File: src/rtl/apb_pkg.sv
// Shared encodings for the APB SRAM arbiter: FSM states and requester port indices.
package apb_pkg;

  typedef enum logic [2:0] {
    APB_IDLE   = 3'b001,
    APB_SETUP  = 3'b010,
    APB_ACCESS = 3'b100
  } apb_state_e;

  localparam logic ARB_M0 = 1'b0;
  localparam logic ARB_M1 = 1'b1;

  // One-hot two-way grant to port index.
  function automatic logic gnt_idx(input logic [1:0] gnt);
    return gnt[1];
  endfunction

endpackage

File: src/rtl/arb_rr2.sv
// Two-way arbiter. Round-robin when APB_ARB_RR_EN is defined, else fixed priority m1 over m0.
module arb_rr2
  import apb_pkg::*;
(
  input  logic       pclk,
  input  logic       prstn,
  input  logic [1:0] req,
  input  logic       last_gnt,
  input  logic       upd,
  output logic [1:0] gnt,
  output logic       valid
);

  assign valid = |req;

`ifdef APB_ARB_RR_EN
  logic last_q;

  // Reset to m1 so m0 wins the first tie.
  always_ff @(posedge pclk or negedge prstn) begin
    if (!prstn) begin
      last_q <= ARB_M1;
    end else if (upd) begin
      last_q <= last_gnt;
    end
  end

  always_comb begin
    gnt = req;
    if (req == 2'b11) begin
      gnt = (last_q == ARB_M1) ? 2'b01 : 2'b10;
    end
  end
`else
  logic unused_rr;
  assign unused_rr = ^{pclk, prstn, last_gnt, upd};

  always_comb begin
    gnt = 2'b00;
    if (req[1]) begin
      gnt = 2'b10;
    end else if (req[0]) begin
      gnt = 2'b01;
    end
  end
`endif

endmodule

File: src/rtl/apb_sram_arb.sv
// Shares one APB SRAM slave between two req/done masters (m0 fetch, m1 data).
// Arbitration policy selected by APB_ARB_RR_EN (round-robin) or fixed m1-first when undefined.
module apb_sram_arb
  import apb_pkg::*;
#(
  parameter int unsigned N_WIDTH = 32,
  parameter int unsigned N_ADDR  = 10
) (
  input  logic               pclk,
  input  logic               prstn,
  input  logic               m0_req,
  input  logic               m0_we,
  input  logic [N_ADDR-1:0]  m0_addr,
  input  logic [N_WIDTH-1:0] m0_wdata,
  output logic               m0_done,
  output logic [N_WIDTH-1:0] m0_rdata,
  input  logic               m1_req,
  input  logic               m1_we,
  input  logic [N_ADDR-1:0]  m1_addr,
  input  logic [N_WIDTH-1:0] m1_wdata,
  output logic               m1_done,
  output logic [N_WIDTH-1:0] m1_rdata,
  output logic               psel,
  output logic               penable,
  output logic               pwrite,
  output logic [N_ADDR-1:0]  paddr,
  output logic [N_WIDTH-1:0] pwdata,
  input  logic               pready,
  input  logic [N_WIDTH-1:0] prdata
);

  apb_state_e         state_q;
  logic               gnt_q;
  logic [1:0]         elig;
  logic [1:0]         arb_gnt;
  logic               arb_valid;
  logic               win_idx;
  logic               win_we;
  logic [N_ADDR-1:0]  win_addr;
  logic [N_WIDTH-1:0] win_wdata;
  logic               xfer_end;

  // A port completing this cycle still shows its old req; ignore it until next cycle.
  assign elig     = {m1_req & ~m1_done, m0_req & ~m0_done};
  assign xfer_end = (state_q == APB_ACCESS) && pready;

  arb_rr2 u_arb (
    .pclk     (pclk),
    .prstn    (prstn),
    .req      (elig),
    .last_gnt (gnt_q),
    .upd      (xfer_end),
    .gnt      (arb_gnt),
    .valid    (arb_valid)
  );

  assign win_idx = gnt_idx(arb_gnt);

  always_comb begin
    win_we    = m0_we;
    win_addr  = m0_addr;
    win_wdata = m0_wdata;
    if (win_idx == ARB_M1) begin
      win_we    = m1_we;
      win_addr  = m1_addr;
      win_wdata = m1_wdata;
    end
  end

  always_ff @(posedge pclk or negedge prstn) begin
    if (!prstn) begin
      state_q  <= APB_IDLE;
      gnt_q    <= ARB_M0;
      psel     <= 1'b0;
      penable  <= 1'b0;
      pwrite   <= 1'b0;
      paddr    <= '0;
      pwdata   <= '0;
      m0_done  <= 1'b0;
      m1_done  <= 1'b0;
      m0_rdata <= '0;
      m1_rdata <= '0;
    end else begin
      m0_done <= 1'b0;
      m1_done <= 1'b0;
      unique case (state_q)
        APB_IDLE: begin
          if (arb_valid) begin
            state_q <= APB_SETUP;
            gnt_q   <= win_idx;
            psel    <= 1'b1;
            penable <= 1'b0;
            pwrite  <= win_we;
            paddr   <= win_addr;
            pwdata  <= win_wdata;
          end
        end
        APB_SETUP: begin
          state_q <= APB_ACCESS;
          penable <= 1'b1;
        end
        APB_ACCESS: begin
          if (pready) begin
            state_q <= APB_IDLE;
            psel    <= 1'b0;
            penable <= 1'b0;
            if (gnt_q == ARB_M1) begin
              m1_done <= 1'b1;
              if (!pwrite) m1_rdata <= prdata;
            end else begin
              m0_done <= 1'b1;
              if (!pwrite) m0_rdata <= prdata;
            end
          end
        end
        default: begin
          state_q <= APB_IDLE;
          psel    <= 1'b0;
          penable <= 1'b0;
        end
      endcase
    end
  end

endmodule

File: config.mk
export PLATFORM = sky130hd
export DESIGN_NAME = apb_sram_arb
export DESIGN_NICKNAME = d
export VERILOG_FILES = /design/src/rtl/apb_pkg.sv /design/src/rtl/arb_rr2.sv /design/src/rtl/apb_sram_arb.sv
export SDC_FILE = /design/constraint.sdc
export NUM_CORES = 1
export LEC_CHECK = 0
export BUFFER_PORTS_ARGS = -buffer_cell sky130_fd_sc_hd__buf_2
export CAP_MARGIN = 0
export CORE_AREA = 2 2 107 109
export CTS_BUF_LIST = sky130_fd_sc_hd__clkbuf_8
export DETAILED_ROUTE_END_ITERATION = 6
export DIE_AREA = 0 0 109 111
export GPL_ROUTABILITY_DRIVEN = 0
export PLACE_DENSITY_LB_ADDON = 0.15
export SLEW_MARGIN = 0
export SYNTH_ARGS = -nofsm -noshare
export SYNTH_HDL_FRONTEND = slang
export SYNTH_SLANG_ARGS = --single-unit
File: constraint.sdc
create_clock -name pclk -period 2.3 [get_ports pclk]
set_input_delay 0.46 -clock pclk [delete_from_list [all_inputs] [get_ports pclk]]
set_output_delay 0.46 -clock pclk [all_outputs]
set_load 0.02 [all_outputs]
After elaboration in Yosys (flattened, before gate mapping)
Index checks and enable logic that the tools add are counted.
{ "word_totals": {"in_bits": 123, "elab_cells": 48, "register_bits": 115, "output_inout_bits": 111} }
{ "op_classes": {"n_eq_ne": 5, "n_bitwise": 7, "reduce_logical": 6, "mux": 19} }
{ "op_table": {"columns": ["cell", "n"], "rows": [
  ["2-to-1 mux 32 bit", 1],
  ["2-to-1 mux 1 bit", 11],
  ["2-to-1 mux 10 bit", 1],
  ["case mux 3 bit (3 select lines)", 1],
  ["AND reduction 4 bit", 2],
  ["2-to-1 mux 3 bit", 2],
  ["case mux 1 bit (3 select lines)", 2],
  ["inverter 1 bit", 5],
  ["inequality test 2 bit, second input constant", 2],
  ["AND reduction 2 bit", 2],
  ["equality test 3 x 1 -> 1 bit, second input constant", 1],
  ["equality test 3 x 2 -> 1 bit, second input constant", 1],
  ["equality test 3 bit, second input constant", 1],
  ["AND reduction 3 bit", 1],
  ["AND 1 bit", 2],
  ["2-to-1 mux 2 bit", 1],
  ["OR reduction 2 bit", 1]
]} }

Longest topological paths before layout
Gate-level depths: netlist (run 1).
{ "logic_depth": {"word_depth": 5, "depth_mapped": 5} }

Hierarchy
A second synthesis (run 1) with hierarchy kept.
{ "unflattened": {"hier_cells": 355, "area_unflattened_um2": 4847.1} }
{ "modules_own_cells": {"columns": ["module", "instances", "seq_area_each_um2", "area_each_um2", "cells_each"], "rows": [
  ["apb_sram_arb", 1, 2854.0, 4824.6, 352],
  ["arb_rr2", 1, 0.0, 22.5, 3]
]} }

Worst setup path before layout (run 1)
OpenSTA, ideal clock, no wires.
{ "synth_path": {"path_type": "register to register", "start": "reg state_q[2]", "end": "reg paddr[0]", "path_slack_ps": 436, "setup_time_ps": 125, "path_stages_with_launch": 5, "arrival_time_ps": 1740, "period_less_slack_ps": 1864, "required_ps": 2175, "path_buffers": 1, "cell_sequence": "dfrtp_1 or3b_4 a21oi_4 buf_6 mux2_2"} }
{ "synth_via": {"elab_chain_len": 2} }
{ "synth_lines": {"columns": ["element", "line_no", "source"], "rows": [
  ["start: declaration", "apb_sram_arb.sv:32", "apb_state_e state_q;"],
  ["start signal: assignment", "apb_sram_arb.sv:72", "state_q <= APB_IDLE;"],
  ["start signal: assignment", "apb_sram_arb.sv:89", "state_q <= APB_SETUP;"],
  ["start signal: assignment", "apb_sram_arb.sv:99", "state_q <= APB_ACCESS;"],
  ["equality test 3 x 1 -> 1 bit", "apb_sram_arb.sv:86", "unique case (state_q)"],
  ["AND reduction 2 bit (no line)", null, null],
  ["end signal: assignment", "apb_sram_arb.sv:94", "paddr <= win_addr;"],
  ["end: declaration", "apb_sram_arb.sv:26", "output logic [N_ADDR-1:0] paddr,"]
]} }
Every way passes these cells.
A chain may end at the register's enable or synchronous reset.

Worst setup path after layout (run 1)
{ "layout_path": {"start": "reg state_q[0]", "end": "reg paddr[5]"} }
The elaborated chain is that of the path after synthesis.

==> flow_summary_export.csv, run 1 <==
group,metric,value,unit
global_routing,grt_pass1_wl,16700,um
route,ant_nets,0,
global_routing,grt_max_degree,67,
yosys,syn_area_per_cell,16.0,um^2
pwr,power,7.77,mW
final_layout,drive_gt1_share,74.9,%
critical_path,crit_arrival,2.19,ns
final_layout,antenna_cells,0,
status,status,"finished clean",
timing,max_slew.worst_pin.slew,0.345,ns
worst_hold_path,worstHoldPathCells,2,
placement,dp_cells,671,
timing,finalSetupTns,0,ns
critical_path,critPathMaxFanout,17,
final_layout,layout.nets,671,
critical_path,reg2reg_to,"paddr[5]",
global_routing,grt.total_usage,18.1,%
floorplan,initial_core_util,43.5,%
pwr,pwr_density_cell,1190,nW/um^2
clock_tree,cts_tree,"built",
final_layout,fin_cells,704,
run,max_cap_viol_count,0,
yosys,synth-seq-cells,114,
route,route.met3.wl,1150,um
pwr,vdd_drop_max,0.532,mV
worst_hold_path,min_from,"prdata[4]",
timing,holdWs,0.279,ns
critical_path,ff2ff_path_depth,4,
critical_path,crit_type,"flop to flop",
critical_path,startpoint_type,"flop",
placement,dp_hpwl,8120,um
final_layout,syn_to_final_growth,35.9,%
floorplan,num_rows,39,
timing,clock_skew,0.00717,ns
placement,place_area,6160,um^2
placement,io_buffers,233,
floorplan,die_height,111,um
timing,max_slew_margin,77.0,%
floorplan,die_width,109,um
route,drt-wirelength-per-cell,15.2,um
worst_hold_path,hold_path_class,"input pin to flop",
worst_hold_path,holdPathEnd,"m0_rdata[4]",
timing,fmax,525,MHz
clock_tree,cts_buffers,17,
critical_path,r2r_slack,0.39,ns
global_routing,antenna_found_initial,0,
yosys,synth_cells,302,
critical_path,worst_setup_path_end_kind,"flop",
floorplan,dieArea,12100,um^2
clock_tree,cts.sinks,114,
yosys,synth_cell_types,22,
route,route.met2.wl,5290,um
route,drt_first_pass_iters,4,
final_layout,final_cell_area,6550,um^2
timing,slew_viol_final,0,
critical_path,critPathRequiredTime,2.59,ns
timing,setup_viol,0,
route,drtIter0Drc,104,
critical_path,timing.rr.start,"state_q[0]",
timing,period_share,82.9,%
clock_tree,ctsResizeCount,0,
yosys,yosysWarnings,0,
clock_tree,clk_latency,0.41,ns
global_routing,overflow,0,
clock_tree,clockRootBuffer,"clkbuf_8",
clock_tree,clkTransAtPathRegs,0.07,ns
clock_tree,cts_setup_buffers,0,
clock_tree,htree_levels,4,
clock_tree,cts_hold_repair.buffers,1,
floorplan,ios,234,
route,vias,3372,
global_routing,grt_pass1_vias,3436,
yosys,syn_nets,425,
yosys,synthesis.area,4820,um^2
timing,rsz0062_at_grt,"false",
route,wl,10700,um
route,topRoutingLayerUsed,"met4",
route,vias_per_cell,4.79,
route,wl_met1,4150,um
pwr,p_leak,3.45,nW
route,post-route-drc-count,0,
floorplan,coreArea,11100,um^2
clock_tree,clock_path_buffers,2,
yosys,synth_seq_area_share,59.2,%
final_layout,nFillCells,935,
timing,finalHoldViolations,0,
timing,finalCriticalPeriod,1.91,ns
## worst max-delay path by stage
stage	startpoint	end	slack, ns	cells after the start
finish	state_q[0]	paddr[5]	0.39	4
global route	state_q[0]	pwdata[7]	0.33	4
CTS	state_q[0]	paddr[5]	0.38	4
detailed placement	state_q[0]	paddr[5]	0.42	4
global placement	state_q[0]	pwdata[3]	0.46	4
floorplan	state_q[2]	paddr[0]	0.44	4
## power breakdown
group	internal, mW	switching (mW)	total (mW)
clock	0.895	0.839	1.73
combinational	1.36	1.64	2.99
sequential	2.69	0.348	3.04
## metal layers
metal | up-vias | global-route usage (%)
met3 | 10 | 8.41
met2 | 154 | 30.1
met5 | - | 0
met1 | 1630 | 20.2
li1 | 1578 | -
met4 | 0 | 6.32
## synth_stat cells
master / number / share of area [%]
nor2_1: 3 / 0.23
mux2_1: 11 / 2.6
clkbuf_1: 3 / 0.23
or3b_4: 1 / 0.23
or3b_2: 1 / 0.18
nand2_1: 2 / 0.16
nand4bb_4: 1 / 0.57
inv_1: 2 / 0.16
buf_2: 6 / 0.62
nand2b_1: 3 / 0.39
buf_6: 7 / 1.6
or3_1: 2 / 0.26
mux2_2: 139 / 32
dfrtp_1: 113 / 59
nor4_1: 1 / 0.13
a21oi_1: 1 / 0.10
a21oi_4: 1 / 0.34
o22ai_1: 1 / 0.13
dfstp_2: 1 / 0.54
a31oi_1: 1 / 0.13
nor3_2: 1 / 0.21
nor3_1: 1 / 0.10
## stage by stage
step	setup WS [ns]	util [%]
2_1_floorplan	0.436	-
3_3_place_gp	0.460	55.7
3_5_place_dp	0.415	55.7
4_1_cts	0.380	59.2
5_1_grt	0.328	59.2
6_report	0.394	59.2
## final cells by class
type	count	area (um^2)	area share (%)
Sequential cell	114	2850	43.5
Multi-Input combinational cell	170	1850	28.2
Timing Repair Buffer	243	1280	19.6
Clock buffer	18	248	3.78
Tap cell	143	179	2.73
Clock inverter	14	131	2.00
Inverter	2	7.51	0.115
## cell families (layout without fill, tap and decap cells)
logic type,count (synthesis),after routing,share of synthesized area (%)
AND/OR/NAND/NOR,16,16,2.46
buffers and inverters,18,277,2.65
flip-flops,114,114,59.2
multiplexers,150,150,35.0
AO/OA/AOI/OAI,4,4,0.701
## state kept, by name, indices dropped and copies added, names as in the netlist
signal	count
psel	1
m0_done	1
m1_rdata	32
m1_done	1
state_q	3
m0_rdata	32
gnt_q	1
pwrite	1
paddr	10
pwdata	32
## worst max-delay path, stage by stage (launching register included)
cell and delay (ns):
dfstp_2 0.57, or3b_4 0.42, a21oi_4 0.16, buf_4 0.27, mux2_2 0.37
## cells in the final DEF, fill, tap and decap left out
| cell type | n |
|---|---|
| or3b_4 | 1 |
| a21oi_1 | 1 |
| dlygate4sd3_1 | 1 |
| a31oi_1 | 1 |
| mux2_2 | 139 |
| bufinv_16 | 1 |
| nand2b_2 | 1 |
| nor3_1 | 1 |
| buf_2 | 232 |
| nand2b_1 | 2 |
| or3_1 | 2 |
| inv_6 | 4 |
| nor4_1 | 1 |
| nor3_4 | 1 |
| or3b_2 | 1 |
| nand4bb_4 | 1 |
| clkinv_2 | 2 |
| buf_4 | 7 |
| buf_12 | 3 |
| clkbuf_8 | 18 |
| dfstp_2 | 1 |
| a21oi_4 | 1 |
| nor2_1 | 3 |
| dfrtp_1 | 113 |
| inv_1 | 2 |
| mux2_1 | 11 |
| nand2_1 | 2 |
| clkinv_4 | 3 |
| clkinvlp_4 | 4 |
| o22ai_1 | 1 |
(Power assumes the default switching activity.)
==> run 2, diff against run 1 <==
- clock period: 2.3 -> 1.9 ns (I/O delays scaled with it)
==> run 2 against run 1 <==
The flow now finishes with violations (setup timing). Die area stayed put. Clock skew is 0.0043 ns higher. Critical path type unchanged. Total power is 28% higher. Via count is 2.0% higher. Register-to-register slack worse by 0.40 ns. First-iteration DRC count is 4.8% lower. Critical endpoint is now pwdata[17]. Final cell count is 0.57% higher.
==> flow_summary_export.csv, run 2 (synthesized netlist as in run 1, its figures left out) <==
group,metric,value,unit
floorplan,coreArea,11100,um^2
timing,max_slew.worst_pin.slew,0.429,ns
clock_tree,cts_tree,"built",
route,post-route-drc-count,0,
timing,max_slew_margin,71.4,%
critical_path,r2r_slack,-0.005,ns
route,drt_first_pass_iters,4,
placement,io_buffers,233,
clock_tree,cts_buffers,17,
global_routing,grt.total_usage,17.9,%
timing,setup_viol,7,
route,wl,11300,um
critical_path,crit_arrival,2.20,ns
timing,fmax,525,MHz
floorplan,dieArea,12100,um^2
global_routing,antenna_found_initial,0,
clock_tree,htree_levels,4,
pwr,vdd_drop_max,0.768,mV
final_layout,largest_registers,"m0_rdata: 32 flops, m1_rdata: 32 flops, pwdata: 32 flops",
timing,fin_ws,-0.00464,ns
status,status,"finished, violations left",
clock_tree,clock_path_buffers,2,
critical_path,crit_type,"flop to flop",
pwr,pwr_density_cell,1480,nW/um^2
global_routing,overflow,0,
final_layout,final_cell_mix,"buf_2 (232), mux2_2 (129), dfrtp_1 (113)",
timing,finalCriticalPeriod,1.90,ns
timing,rsz0062_at_grt,"true",
final_layout,nFillCells,891,
route,vias,3438,
worst_hold_path,worstHoldPathCells,2,
clock_tree,cts.sinks,114,
global_routing,grt_pass1_vias,3444,
pwr,p_leak,3.59,nW
critical_path,worst_setup_path_end_kind,"flop",
clock_tree,clkTransAtPathRegs,0.06,ns
final_layout,final_cell_area,6740,um^2
placement,place_area,6200,um^2
timing,slew_viol_final,0,
final_layout,layout.nets,679,
route,drtIter0Drc,99,
clock_tree,clk_latency,0.41,ns
final_layout,syn_to_final_growth,39.8,%
final_layout,antenna_cells,0,
route,vias_per_cell,4.86,
floorplan,ios,234,
critical_path,critPathMaxFanout,9,
timing,finalHoldViolations,0,
final_layout,drive_gt1_share,74.9,%
status,violations,"setup timing",
run,max_cap_viol_count,0,
clock_tree,clockRootBuffer,"clkbuf_8",
final_layout,final_common_cell,"buf_2",
timing,clock_skew,0.0115,ns
global_routing,grt_pass1_wl,16600,um
timing,period_share,100,%
floorplan,die_width,109,um
route,drt-wirelength-per-cell,16.0,um
floorplan,initial_core_util,43.5,%
worst_hold_path,hold_path_class,"input pin to flop",
critical_path,startpoint_type,"flop",
critical_path,critPathRequiredTime,2.19,ns
pwr,power,9.98,mW
floorplan,num_rows,39,
placement,dp_hpwl,8030,um
floorplan,die_height,111,um
route,ant_nets,0,
global_routing,grt_max_degree,49,
critical_path,ff2ff_path_depth,5,
-- run 2: changes by cell type in the layout (fill, tap and decap cells not counted), moves of 3 or more --
| cell | change |
|---|---|
| buf_12 | +3 |
| clkinv_4 | -3 |
| clkinvlp_4 | -4 |
| inv_6 | -4 |
| mux2_2 | -10 |
| mux2_4 | +11 |
-- run 2: cell type report --
type                       count  area (um^2)  area share (%)
multi-input combinational    170         1890            28.1
inverter                       2         7.51           0.111
clock buffer                  19          262            3.88
timing repair buffer         251         1430            21.2
clock inverter                 9          118            1.74
sequential                   114         2850            42.3
tap                          143          179            2.65
-- run 2: what timing repair did --
item | CTS | global route
endpoints found under the hold margin | 29 | 0
buffers inserted | 0 | 1
gates resized for setup | 0 | 12
hold buffers | 1 | 0
setup endpoints to repair | 0 | 38
-- run 2: routing by layer --
metal,vias to the layer above,global-route usage (%),wire length [um]
met2,154,30.3,5670
li1,1588,-,-
met1,1682,19.8,4370
met4,0,5.98,138
met3,14,8.17,1160
met5,-,0,0
-- run 2: worst paths after layout --
check / startpoint / end
worst max-delay path: state_q[0] / pwdata[17]
worst min-delay path: prdata[6] / m0_rdata[6]
worst max register to register: state_q[0] / pwdata[17]
worst min register to register: gnt_q / m0_done
max in group asynchronous: prstn / state_q[0]
min in group asynchronous: prstn / pwdata[30]
-- run 2: through the flow --
stage	std cells	utilization (%)	hold slack (ns)	TNS, ns	setup slack (ns)
global route	708	60.9	0.170	-0.665	-0.0358
CTS	702	59.5	0.170	0	0.0189
finish	708	60.9	0.197	-0.0196	-0.00464
detailed placement	673	56.0	0.349	0	0.0359
global placement	673	56.0	0.347	0	0.0686
floorplan	302	-	0.0844	0	0.0356
-- run 2: report_power, final --
part           switching, mW  internal [mW]  leakage, nW
sequential             0.423           3.26         1.46
combinational           2.14           1.98         1.92
clock                  0.861           1.32        0.205
-- run 2: worst max-delay path, stage by stage, from the launching register on --
cell and delay (ns):
dfstp_2 0.56, or3b_4 0.41, a21oi_4 0.16, buf_12 0.16, buf_8 0.15, mux2_2 0.34
